**src/rtl/localbus_dma.sv**
```systemverilog
// localbus_dma: word-copy DMA initiator for the LocalBus.
// CPU-programmed SRC/DST/LEN/CTRL registers; copies LEN words from SRC to DST
// as a bus master after arbitration, with abort/resume and a level interrupt.
module localbus_dma #(
    parameter int unsigned XLEN    = 32,
    parameter int unsigned LENW    = 16,
    parameter logic [2:0]  WE_WORD = 3'b011
) (
    input  logic            clk,
    input  logic            rst_n,
    input  logic            sel,
    input  logic [3:0]      addr,
    input  logic [XLEN-1:0] wdata,
    input  logic [2:0]      we,
    output logic [XLEN-1:0] rdata,
    output logic            m_req,
    input  logic            m_gnt,
    output logic [XLEN-1:0] m_addr,
    output logic [XLEN-1:0] m_wdata,
    output logic [2:0]      m_we,
    input  logic [XLEN-1:0] m_rdata,
    output logic            irq
);

    localparam logic [2:0] S_IDLE = 3'd0;
    localparam logic [2:0] S_ARB  = 3'd1;
    localparam logic [2:0] S_RD   = 3'd2;
    localparam logic [2:0] S_RDW  = 3'd3;
    localparam logic [2:0] S_WR   = 3'd4;

    localparam logic [1:0] R_SRC  = 2'd0;
    localparam logic [1:0] R_DST  = 2'd1;
    localparam logic [1:0] R_LEN  = 2'd2;
    localparam logic [1:0] R_CTRL = 2'd3;

    logic [2:0]      state_q, state_d;
    logic [XLEN-1:0] src_q, src_d, dst_q, dst_d, buf_q, buf_d;
    logic [LENW-1:0] len_q, len_d;
    logic            busy_q, busy_d, done_q, done_d;
    logic            irq_en_q, irq_en_d, abort_q, abort_d;
    logic            m_req_d, irq_d;
    logic [XLEN-1:0] m_addr_d, m_wdata_d;
    logic [2:0]      m_we_d;

    logic reg_wr, wr_open, ctrl_sel;
    logic unused_addr_bits;

    assign unused_addr_bits = ^addr[1:0];
    assign reg_wr   = sel && (we != 3'b000);
    assign wr_open  = reg_wr && !busy_q;
    assign ctrl_sel = (addr[3:2] == R_CTRL);

    // State and output registers
    always_ff @(posedge clk or negedge rst_n) begin
        if (!rst_n) begin
            state_q  <= S_IDLE;
            src_q    <= '0;
            dst_q    <= '0;
            len_q    <= '0;
            buf_q    <= '0;
            busy_q   <= 1'b0;
            done_q   <= 1'b0;
            irq_en_q <= 1'b0;
            abort_q  <= 1'b0;
            m_req    <= 1'b0;
            m_addr   <= '0;
            m_wdata  <= '0;
            m_we     <= 3'b000;
            irq      <= 1'b0;
        end else begin
            state_q  <= state_d;
            src_q    <= src_d;
            dst_q    <= dst_d;
            len_q    <= len_d;
            buf_q    <= buf_d;
            busy_q   <= busy_d;
            done_q   <= done_d;
            irq_en_q <= irq_en_d;
            abort_q  <= abort_d;
            m_req    <= m_req_d;
            m_addr   <= m_addr_d;
            m_wdata  <= m_wdata_d;
            m_we     <= m_we_d;
            irq      <= irq_d;
        end
    end

    // Register writes, transfer sequencing and next-cycle master outputs
    always_comb begin
        state_d  = state_q;
        src_d    = src_q;
        dst_d    = dst_q;
        len_d    = len_q;
        buf_d    = buf_q;
        busy_d   = busy_q;
        done_d   = done_q;
        irq_en_d = irq_en_q;
        abort_d  = abort_q;

        if (wr_open) begin
            case (addr[3:2])
                R_SRC:   src_d = {wdata[XLEN-1:2], 2'b00};
                R_DST:   dst_d = {wdata[XLEN-1:2], 2'b00};
                R_LEN:   len_d = wdata[LENW-1:0];
                default: begin
                    if (wdata[2]) done_d = 1'b0;
                    irq_en_d = wdata[3];
                end
            endcase
        end
        if (reg_wr && ctrl_sel && wdata[4]) abort_d = 1'b1;

        case (state_q)
            S_IDLE: begin
                if (wr_open && ctrl_sel && wdata[0]) begin
                    if (len_q != '0) begin
                        busy_d  = 1'b1;
                        done_d  = 1'b0;
                        state_d = S_ARB;
                    end else begin
                        done_d = 1'b1;
                    end
                end
            end
            S_ARB: if (m_gnt) state_d = S_RD;
            S_RD:  state_d = S_RDW;
            S_RDW: begin
                buf_d   = m_rdata;
                state_d = S_WR;
            end
            S_WR: begin
                src_d = src_q + XLEN'(4);
                dst_d = dst_q + XLEN'(4);
                len_d = len_q - LENW'(1);
                if ((len_q == LENW'(1)) || abort_q) begin
                    state_d = S_IDLE;
                    busy_d  = 1'b0;
                    abort_d = 1'b0;
                    done_d  = 1'b1;
                end else if (m_gnt) begin
                    state_d = S_RD;
                end else begin
                    state_d = S_ARB;
                end
            end
            default: state_d = S_IDLE;
        endcase

        m_req_d   = (state_d != S_IDLE);
        m_addr_d  = '0;
        m_wdata_d = '0;
        m_we_d    = 3'b000;
        if ((state_d == S_RD) || (state_d == S_RDW)) begin
            m_addr_d = src_d;
        end else if (state_d == S_WR) begin
            m_addr_d  = dst_d;
            m_wdata_d = buf_d;
            m_we_d    = WE_WORD;
        end
        irq_d = done_d & irq_en_d;
    end

    // Combinational register readback
    always_comb begin
        rdata = '0;
        if (sel) begin
            case (addr[3:2])
                R_SRC:   rdata = src_q;
                R_DST:   rdata = dst_q;
                R_LEN:   rdata = XLEN'(len_q);
                default: rdata = XLEN'({abort_q, irq_en_q, done_q, busy_q, 1'b0});
            endcase
        end
    end

endmodule

```
**config.mk**
```make
export PLATFORM = sky130hd
export DESIGN_NAME = localbus_dma
export DESIGN_NICKNAME = d
export VERILOG_FILES = /design/src/rtl/localbus_dma.sv
export SDC_FILE = /design/constraint.sdc
export NUM_CORES = 1
export LEC_CHECK = 0
export CORE_ASPECT_RATIO = 0.75
export CORE_MARGIN = 5
export CORE_UTILIZATION = 51
export DETAILED_ROUTE_END_ITERATION = 10
export GPL_TIMING_DRIVEN = 0
export PLACE_DENSITY = 0.8
export SYNTH_ARGS = -nofsm -noshare
export SYNTH_HDL_FRONTEND = slang
export SYNTH_SLANG_ARGS = --single-unit
```
**constraint.sdc**
```tcl
create_clock -name clk -period 2.6 [get_ports clk]
set_input_delay 0.52 -clock clk [delete_from_list [all_inputs] [get_ports clk]]
set_output_delay 0.52 -clock clk [all_outputs]
set_load 0.01 [all_outputs]
```
==> summary.md, run 1 <==
| Metric | Value |
|---|---|
| Leak | `4.777 nW` |
| Final period utilization | `1.022` |
| Critical path arrival | `2.97 ns` |
| CTS Buf Count | `17` |
| Asr flop ratio synth | `1.000` |
| Register area share after synthesis | `0.4788` |
| Port Buf Inserts | `171` |
| Area growth from synthesis to layout | `36.31%` |
| Final setup margin | `-0.05824 ns` |
| Clock Tree Root | `clkbuf_16` |
| Reg area | `3856 um2` |
| Pin count of the biggest net entering global routing | `100` |
| Max H-tree Level | `4` |
| WL per Instance | `23.33 um` |
| Synth warnings | `0` |
| Maximum VDD drop | `664.5 uV` |
| # diodes | `0` |
| CTS sink cnt | `154` |
| CTS tree | `yes` |
| # IOs | `176` |
| Height of the die | `118.8 um` |
| Post-synth EDFFs | `0` |
| Via density | `6.483` |
| Fin crit period | `2.658 ns` |
| Die width | `155.1 um` |
| Post-route ant nets | `0` |
| Mean Syn Cell Area | `9.537 um2` |
| # Max-Cap Violations | `0` |
| Critical path startpoint category | `flip-flop` |
| RSZ-0062 raised after global routing | `yes` |
| Syn nets | `924` |
| Clk_lat worst skew | `0.43 ns` |
| CP Max Fanout | `10` |
| GRT Residual Overflow | `0` |
| Critical path class | `flip-flop to flip-flop` |
| Cell Area, Synth | `8049 um2` |
| Post-layout instance area | `10970 um2` |
| Die footprint | `18420 um2` |
| Syn Inst Count | `844` |
| Hold Violations, Final | `0` |
| Routed via count | `8175` |
| Initial Util | `0.5236` |
| Hold Path Class | `input port to async pin` |
| DP Area | `10050 um2` |
| First-pass GRT wire length | `44.55 mm` |
| Initial DRC count | `1395` |
| Pre-antenna DRT Iters | `8` |
| Proportion of layout cells with a drive suffix above 1 | `0.1231` |
| Area of the multi-input gates | `4003 um2` |
| Fillers | `1184` |
| Routed Wire Length | `29.42 mm` |
| Power Density | `1029 nW/um2` |
| Max clock buf depth | `2` |
| Crit. End Element | `flip-flop` |
| Slew Viols, Final | `0` |
| Failing checks | `setup timing` |
| Total Routing Usage GR | `0.3129` |
| Status | `complete, but fails checks` |
| Slew @ Worst Pin | `0.8391 ns` |
| Fmax | `0.3762 GHz` |
| Unique masters post-synth | `64` |
| RePlAce Congestion | `0.9941` |
| Core region area | `15370 um2` |
| Clock skew | `0.008667 ns` |
| Top_reg_cell synth | `dfrtp_1` |
| DR DRC count | `0` |
| WP data required | `2.91 ns` |
| Final hold slack | `0.03358 ns` |
| Fin util | `0.7138` |
| Std-Cell Rows | `39` |
| Initial antenna violation count | `0` |
| Nets | `1123` |
| Final HPWL DP | `20.73 mm` |
| CTS Hold Bufs | `0` |
| FF+latch count, synth | `154` |
| Slew headroom | `0.4354` |
| # setup viols final | `13` |
| Clk slew on worst S/H paths | `0.07 ns` |
| Vias in the first global route | `7701` |
==> cell usage in the layout, fill, tap and decap left out, types with 24 or more instances in the layout <==
master           count
nand2_1             83
and2_1              60
o21ai_0             41
a21oi_1             31
mux2i_1             32
a22o_1              25
nor2_1              70
and3_1              24
dfrtp_1            152
clkdlybuf4s50_1    157
nand3_1             40
==> Yosys cell counts, types with 11 or more instances <==
library cell	number	area share
nor2_1	73	0.034
a22o_1	25	0.027
o221a_2	12	0.017
dfrtp_1	154	0.48
nor4_1	11	0.0086
a21oi_1	31	0.019
nor3_1	23	0.014
nand2_1	86	0.040
and3_1	24	0.019
nand3_1	40	0.025
inv_1	15	0.0070
clkbuf_1	37	0.017
nand4_1	16	0.012
o21ai_0	46	0.029
mux2i_1	33	0.041
and2_1	60	0.047
a211oi_1	12	0.011
==> registers in the layout (all words and copies together), names as in the netlist <==
name / flops
abort_q: 1
irq_en_q: 1
state_q: 3
irq: 1
m_wdata: 32
done_q: 1
m_addr: 32
m_we: 1
m_req: 1
busy_q: 1
dst_q: 32
src_q: 32
len_q: 16
==> per-stage QoR <==
stage               worst slack [ns]  cells  power, W    TNS, ns
detailed placement            -1.344   1221  0.008256     -65.67
CTS                        -0.002398   1262   0.01100  -0.002398
global route                 -0.1461   1261   0.01182    -0.9143
floorplan                     0.2092    844  0.006409          0
finish                      -0.05824   1261   0.01129    -0.3072
global placement              -5.163   1220  0.008179    -856.12
==> repair_timing <==
item | 4_1_cts | 5_1_grt
gates cloned | 0 | 1
pin swaps | 4 | 4
endpoints found under the setup margin | 120 | 72
hold endpoints to repair | 0 | 0
setup buffers | 10 | 1
resized for setup | 45 | 50
==> layout make-up <==
type / instances / share of cell area
Timing Repair Buffer: 184 / 0.1705
Multi-Input combinational cell: 619 / 0.3648
Clock buffer: 20 / 0.04162
Tap cell: 205 / 0.02338
Inverter: 16 / 0.005702
Buffer: 51 / 0.02794
Clock inverter: 12 / 0.01460
Sequential cell: 154 / 0.3515
==> kinds of logic (layout without fill, tap and decap cells) <==
| group | Yosys count | after routing | share of synthesized area |
|---|---|---|---|
| XOR/XNOR | 3 | 3 | 0.003265 |
| buffers and inverters | 71 | 283 | 0.03684 |
| adder cells (fa/ha/maj) | 5 | 5 | 0.007772 |
| flip-flops | 154 | 154 | 0.4788 |
| other | 1 | 1 | 0.0004659 |
| multiplexers | 39 | 39 | 0.05550 |
| AO/OA/AOI/OAI | 207 | 207 | 0.1870 |
| AND/OR/NAND/NOR | 364 | 364 | 0.2304 |
==> metal layers <==
layer | share of wire | GRT usage | up-vias
li1 | - | - | 3500
met1 | 0.40 | 0.4529 | 3925
met2 | 0.42 | 0.4441 | 645
met3 | 0.15 | 0.09901 | 105
met4 | 0.037 | 0.1081 | 0
met5 | 0 | 0 | -
==> path summary, 6_finish.rpt <==
check                          start    endpoint  slack, ns  depth (start not counted)
max                         len_q[5]  m_addr[15]      -0.06                         10
min                            rst_n   m_addr[9]       0.03                          1
max reg2reg                 len_q[5]  m_addr[15]      -0.06                         10
min reg2reg                dst_q[12]   dst_q[12]       0.51                          1
max in group asynchronous      rst_n    src_q[6]       1.66                          2
min in group clk           dst_q[12]   dst_q[12]       0.51                          1
==> power breakdown <==
part,switching (W),internal [W]
logic,0.00239,0.00209
clock network,0.00105,0.00157
registers,0.000939,0.00325
==> critical path: stages (launching register included) <==
cell,delay [ns]
dfrtp_2,0.41
or4_4,0.57
nor4b_4,0.27
buf_4,0.19
a311o_1,0.20
mux2_4,0.18
o21a_4,0.14
inv_4,0.04
buf_12,0.14
buf_8,0.13
a22o_1,0.25
Note: power is estimated with default switching activity, not from simulation.
==> run 2: changes to the inputs <==
--- a/config.mk
+++ b/config.mk
@@ -5,11 +5,11 @@
 export SDC_FILE = /design/constraint.sdc
 export NUM_CORES = 1
 export LEC_CHECK = 0
+export ABC_CLOCK_PERIOD_IN_PS = 2600
 export CORE_ASPECT_RATIO = 0.75
 export CORE_MARGIN = 5
 export CORE_UTILIZATION = 51
 export DETAILED_ROUTE_END_ITERATION = 10
-export GPL_TIMING_DRIVEN = 0
 export PLACE_DENSITY = 0.8
 export SYNTH_ARGS = -nofsm -noshare
 export SYNTH_HDL_FRONTEND = slang
==> summary.md, run 2 (synthesized netlist as in run 1, its figures left out) <==
| Metric | Value |
|---|---|
| Fmax | `0.3919 GHz (+4.2%)` |
| Height of the die | `118.8 um (unchanged)` |
| Clock skew | `0.008674 ns (+0.000006430 ns)` |
| First-pass GRT wire length | `42.84 mm (-3.8%)` |
| Via density | `6.262 (-3.4%)` |
| Die width | `155.1 um (unchanged)` |
| Critical path class | `flip-flop to output pin` |
| Critical path startpoint category | `flip-flop` |
| Pint | `0.007083 W (+2.5%)` |
| Slew headroom | `0.4320 (-0.003397)` |
| Power Density | `1013 nW/um2 (-1.5%)` |
| WP data required | `2.08 ns (-0.83 ns)` |
| Most frequent cells in the layout | `clkdlybuf4s50_1 (162), dfrtp_1 (153), nand2_1 (86)` |
| Final non-filler cell total | `1281 (+1.6%)` |
| Std-Cell Rows | `39 (unchanged)` |
| Area growth from synthesis to layout | `38.92%` |
| Max H-tree Level | `4 (unchanged)` |
| Post-route ant nets | `0 (unchanged)` |
| Core region area | `15370 um2 (unchanged)` |
| CTS Hold Bufs | `0 (unchanged)` |
| WL per Instance | `21.24 um (-8.9%)` |
| # diodes | `0 (unchanged)` |
| Critical path arrival | `2.03 ns (-0.94 ns)` |
| Die footprint | `18420 um2 (unchanged)` |
| Combinational cell fraction of total power | `0.396 (about the same)` |
| Routed via count | `8021 (-1.9%)` |
| Inst Count DP | `1247 (+2.1%)` |
| Slew @ Worst Pin | `0.8519 ns (+0.01283 ns)` |
| Clock Tree Root | `clkbuf_16` |
| # Max-Cap Violations | `0 (unchanged)` |
| Proportion of layout cells with a drive suffix above 1 | `0.1403 (+0.01723)` |
| Initial DRC count | `902 (-35%)` |
| Maximum VDD drop | `621.6 uV (-6.5%)` |
| FF-to-FF setup slack | `0.08 ns (+0.14 ns)` |
| CP Max Fanout | `6 (-4)` |
| Port Buf Inserts | `172 (+0.58%)` |
| Net Switching | `0.004250 W (-3.0%)` |
| CTS tree | `yes` |
| Initial antenna violation count | `0 (unchanged)` |
| Total Routing Usage GR | `0.2936 (-0.01930)` |
| Final HPWL DP | `19.96 mm (-3.7%)` |
| Slew Viols, Final | `0 (unchanged)` |
| Hold Path Class | `input port to async pin` |
| # setup viols final | `0 (-13)` |
| Crit. End Element | `output pin` |
| Vias in the first global route | `7954 (+3.3%)` |
| Hold Violations, Final | `0 (unchanged)` |
| DP Area | `10510 um2 (+4.6%)` |
| Post-layout instance area | `11180 um2 (+1.9%)` |
| CTS Buf Count | `17 (unchanged)` |
| Clk slew on worst S/H paths | `0.07 ns (about the same)` |
| Fin crit period | `2.552 ns (-0.1062 ns)` |
| GRT Residual Overflow | `0 (unchanged)` |
| Commonest non-fill, non-tap cell in the layout | `clkdlybuf4s50_1` |
| Sw frac | `0.3750 (-0.01299)` |
| Pin count of the biggest net entering global routing | `54 (-46%)` |
| CTS sink cnt | `154 (unchanged)` |
| RePlAce Congestion | `0.9839 (-1.0%)` |
| Routed Wire Length | `27.21 mm (-7.5%)` |
| Clock share of power | `0.237 (+0.005)` |
| Leak | `4.910 nW (+2.8%)` |
| Nets | `1143 (+1.8%)` |
| DR DRC count | `0 (unchanged)` |
| RSZ-0062 raised after global routing | `no` |
| Final period utilization | `0.9815 (-0.04086)` |
| # IOs | `176 (unchanged)` |
| Max clock buf depth | `2 (unchanged)` |
| Share of power burned in registers | `0.367 (-0.004)` |
| Clk_lat worst skew | `0.43 ns (about the same)` |
| Pre-antenna DRT Iters | `5 (-3)` |
| Status | `completed` |
| Initial Util | `0.5236 (unchanged)` |
run 2: cell count changes in the layout (fill, tap and decap cells not counted), sizes merged:
| cell | previous run | this run |
|---|---|---|
| buf | 29 | 84 |
| dlymetal6s2s | 9 | 6 |
| dlygate4sd2 | 2 | 1 |
| clkdlybuf4s15 | 2 | 0 |
| clkbuf | 56 | 21 |
| inv | 20 | 18 |
| clkinvlp | 4 | 2 |
| clkdlybuf4s50 | 157 | 162 |
| clkinv | 1 | 5 |
| bufinv | 3 | 4 |
run 2: final timing paths:
kind	from	to	depth (start not counted)
worst max-delay path	len_q[2]	rdata[2]	3
worst min-delay path	rst_n	m_addr[11]	1
worst max register to register	len_q[4]	m_addr[20]	9
worst min register to register	dst_q[12]	dst_q[12]	1
max in group asynchronous	rst_n	m_wdata[13]	2
min in group clk	dst_q[12]	dst_q[12]	1
run 2: power groups by stage:
stage	Clock (W)	Sequential [W]	Combinational [W]
floorplan	0	0.00400	0.00241
global placement	0	0.00410	0.00428
detailed placement	0	0.00413	0.00437
CTS	0.00271	0.00411	0.00443
global route	0.00281	0.00425	0.00484
finish	0.00269	0.00416	0.00448
run 2: cell type report:
cell class,instances,area [um2]
clock buffer,19,442.9
timing repair buffer,255,2469
sequential,154,3855
fill,1196,4189
tap,205,256.5
inverter,16,60.06
multi-input combinational,619,3906
clock inverter,13,192.7
run 2: routing by layer:
metal | part of all wire | global-route usage | vias to the layer above
met4 | 0.022 | 0.09046 | 0
met1 | 0.41 | 0.4191 | 3830
met5 | 0 | 0 | -
met2 | 0.43 | 0.4240 | 577
met3 | 0.13 | 0.09938 | 67
li1 | - | - | 3547
run 2: through the flow:
stage | hold WS, ns | worst slack, ns | total power (W) | setup TNS [ns] | utilization
6_report | 0.02687 | 0.04801 | 0.01133 | 0 | 0.7275
5_1_grt | 0.06118 | 0.0008786 | 0.01190 | 0 | 0.7275
4_1_cts | 0.03865 | 0.0001108 | 0.01125 | 0 | 0.7261
3_5_place_dp | 0.4887 | -0.3135 | 0.008505 | -4.209 | 0.6839
3_3_place_gp | 0.4923 | -0.2234 | 0.008382 | -2.822 | 0.6839
2_1_floorplan | 0.2244 | 0.2092 | 0.006409 | 0 | -
run 2: repair_timing:
action	in CTS	in global routing
pin swaps	0	1
setup endpoints to repair	20	30
setup buffers	0	1
gates cloned	1	0
gates resized for setup	7	9
run 2: critical path, cell delays in order (launching register included):
cell and delay, ns:
dfrtp_1 0.45, mux4_2 0.48, and2_1 0.19, clkdlybuf4s50_1 0.48
==> RTL change: new RTL, config.mk and constraints of run 2 <==
Set the parameter `LENW` to 8 (it was 16).
--- a/src/rtl/localbus_dma.sv
+++ b/src/rtl/localbus_dma.sv
@@ -5,3 +5,3 @@
     parameter int unsigned XLEN    = 32,
-    parameter int unsigned LENW    = 16,
+    parameter int unsigned LENW    = 8,
     parameter logic [2:0]  WE_WORD = 3'b011
Behaviour: not the same (a bounded check fails within 4 cycles, from zero or initial values and one cycle with rst_n low).
==> RTL change against run 2 <==
  * Combinational power shrank 10%
  * Hold slack better by 0.035 ns
  * Total power is 7.8% lower
  * Setup slack gained 0.013 ns
  * Sequential cell count fell by 8
  * Final area down 7.5%
  * Clock power is 9.7% lower
  * Clock skew grew 0.00064 ns
  * Die area is 7.1% lower
  * Synthesized cell count is 10% lower
  * Routed wire length fell by 13%
  * Core utilization fell by 0.71 points
  * Area after synthesis shrank 7.6%
  * Largest cell class is now registers
==> RTL change: results (changes against run 2) <==
Clk cell area share: 0.0562 (-0.000595)
NonClk Buf Share: 0.218 (-0.00231)
WL/cell: 20.2 um (-5.0%)
Final core occ: 0.720 (-0.00710)
Tightest Pin Transition: 0.565 ns (-0.287 ns)
Tot Pwr: 10400 uW (-7.8%)
Multi-In Gates: 557 (-10%)
Distinct cell type count after synthesis: 63 (-1.6%)
Layout cell share with drive strength beyond 1: 0.132 (-0.00803)
Fin nets: 1042 (-8.8%)
Flop pwr share: 0.383 (+0.016)
Vias/cell: 6.10 (-2.6%)
Max incr delay on CP: 0.54 ns (+0.06 ns)
First-pass GRT wire length: 37500 um (-12%)
Vias in the first global route: 6999 (-12%)
Synth area leaders: dfrtp_1, mux2i_1, nor2_1
Critical path's slowest cell: clkdlybuf4s50_1
Worst-path maximum fanout: 12 (+6)
Setup Slack @ Placement: -0.143 ns (+0.170 ns)
R2R setup slack: 0.23 ns (+0.15 ns)
Worst skew pair latency: 0.43 ns (about the same)
Detail Placement HPWL: 16800 um (-16%)
Worst min path class: in2async
Fin cells: 1175 (-8.3%)
Hold WS: 0.0618 ns (+0.0349 ns)
PostCTS Resize Cnt: 21 (+14)
Routability cong.: 0.945 (-4.0%)
Placed Instances: 1142 (-8.4%)
DP Area: 0.00973 sq mm (-7.4%)
#FFs+latches synth: 146 (-5.2%)
Largest net degree at the start of global routing: 62 (+15%)
Post-synthesis cell count: 758 (-10%)
Syn_nets: 838 (-9.3%)
Top post-synthesis cells by count: dfrtp_1, nor2_1, nand2_1, and2_1, mux2i_1
Setup ws final: 0.0605 ns (+0.0125 ns)
Crit-path leading delay family: buffers and inverters
Fin Clk Skew: 0.00931 ns (+0.000637 ns)
Inverters: 9 (-7)
Filler cells: 1090 (-8.9%)
Critical Path End: rdata[12]
Critical Path Source: sel
Clock buffer count: 18 (-1)
Row Count: 38 (-2.6%)
DRT Pass-1 Iters: 7 (+2)
Lkg Pwr: 0.00456 uW (-7.0%)
Nonclk buf count: 231 (-9.4%)
Worst r2r path cells: 7 (-2)
Sequential-to-total area share from yosys stat: 0.491 (+0.0126)
Initial DRC Count: 870 (-3.5%)
Sw Pwr: 4030 uW (-5.2%)
Maximum VDD drop: 0.000515 V (-17%)
Register area: 0.00365 sq mm (-5.2%)
Clock network power: 2430 uW (-9.7%)
FF-to-FF End: m_addr[25]$_DFF_PN0_
Status: finished clean
H-tree Lvls: 4 (unchanged)
GRT Util Overall: 0.281 (-0.0130)
-- RTL change: changes by cell type after synthesis, moves of 6 or more --
cell / change
nor2_1: +24
nand2_1: -19
and2_1: -17
clkbuf_1: -13
nand3_1: -13
o21ai_0: -12
and3_1: -10
a211oi_1: +9
dfrtp_1: -8
nor4_1: -7
inv_1: -6
-- RTL change: layer usage --
layer	vias to the layer above	share of wire	GRT usage
met4	0	0.026	0.0939
met5	-	0	0
li1	3191	-	-
met3	79	0.12	0.0752
met2	503	0.45	0.423
met1	3395	0.41	0.396
-- RTL change: cell families (layout without fill, tap and decap cells) --
logic type                 after synthesis  count (layout)  share of synthesized area
AOI/OAI and AO/OA                      176             176                      0.172
other                                    1               1                   0.000504
DFF                                    146             146                      0.491
and+or+nand+nor                        329             329                      0.226
muxes                                   45              45                     0.0678
buffers and inverters                   55             272                     0.0331
adders and majority gates                5               5                    0.00841
xor gates and xnor gates                 1               1                    0.00118
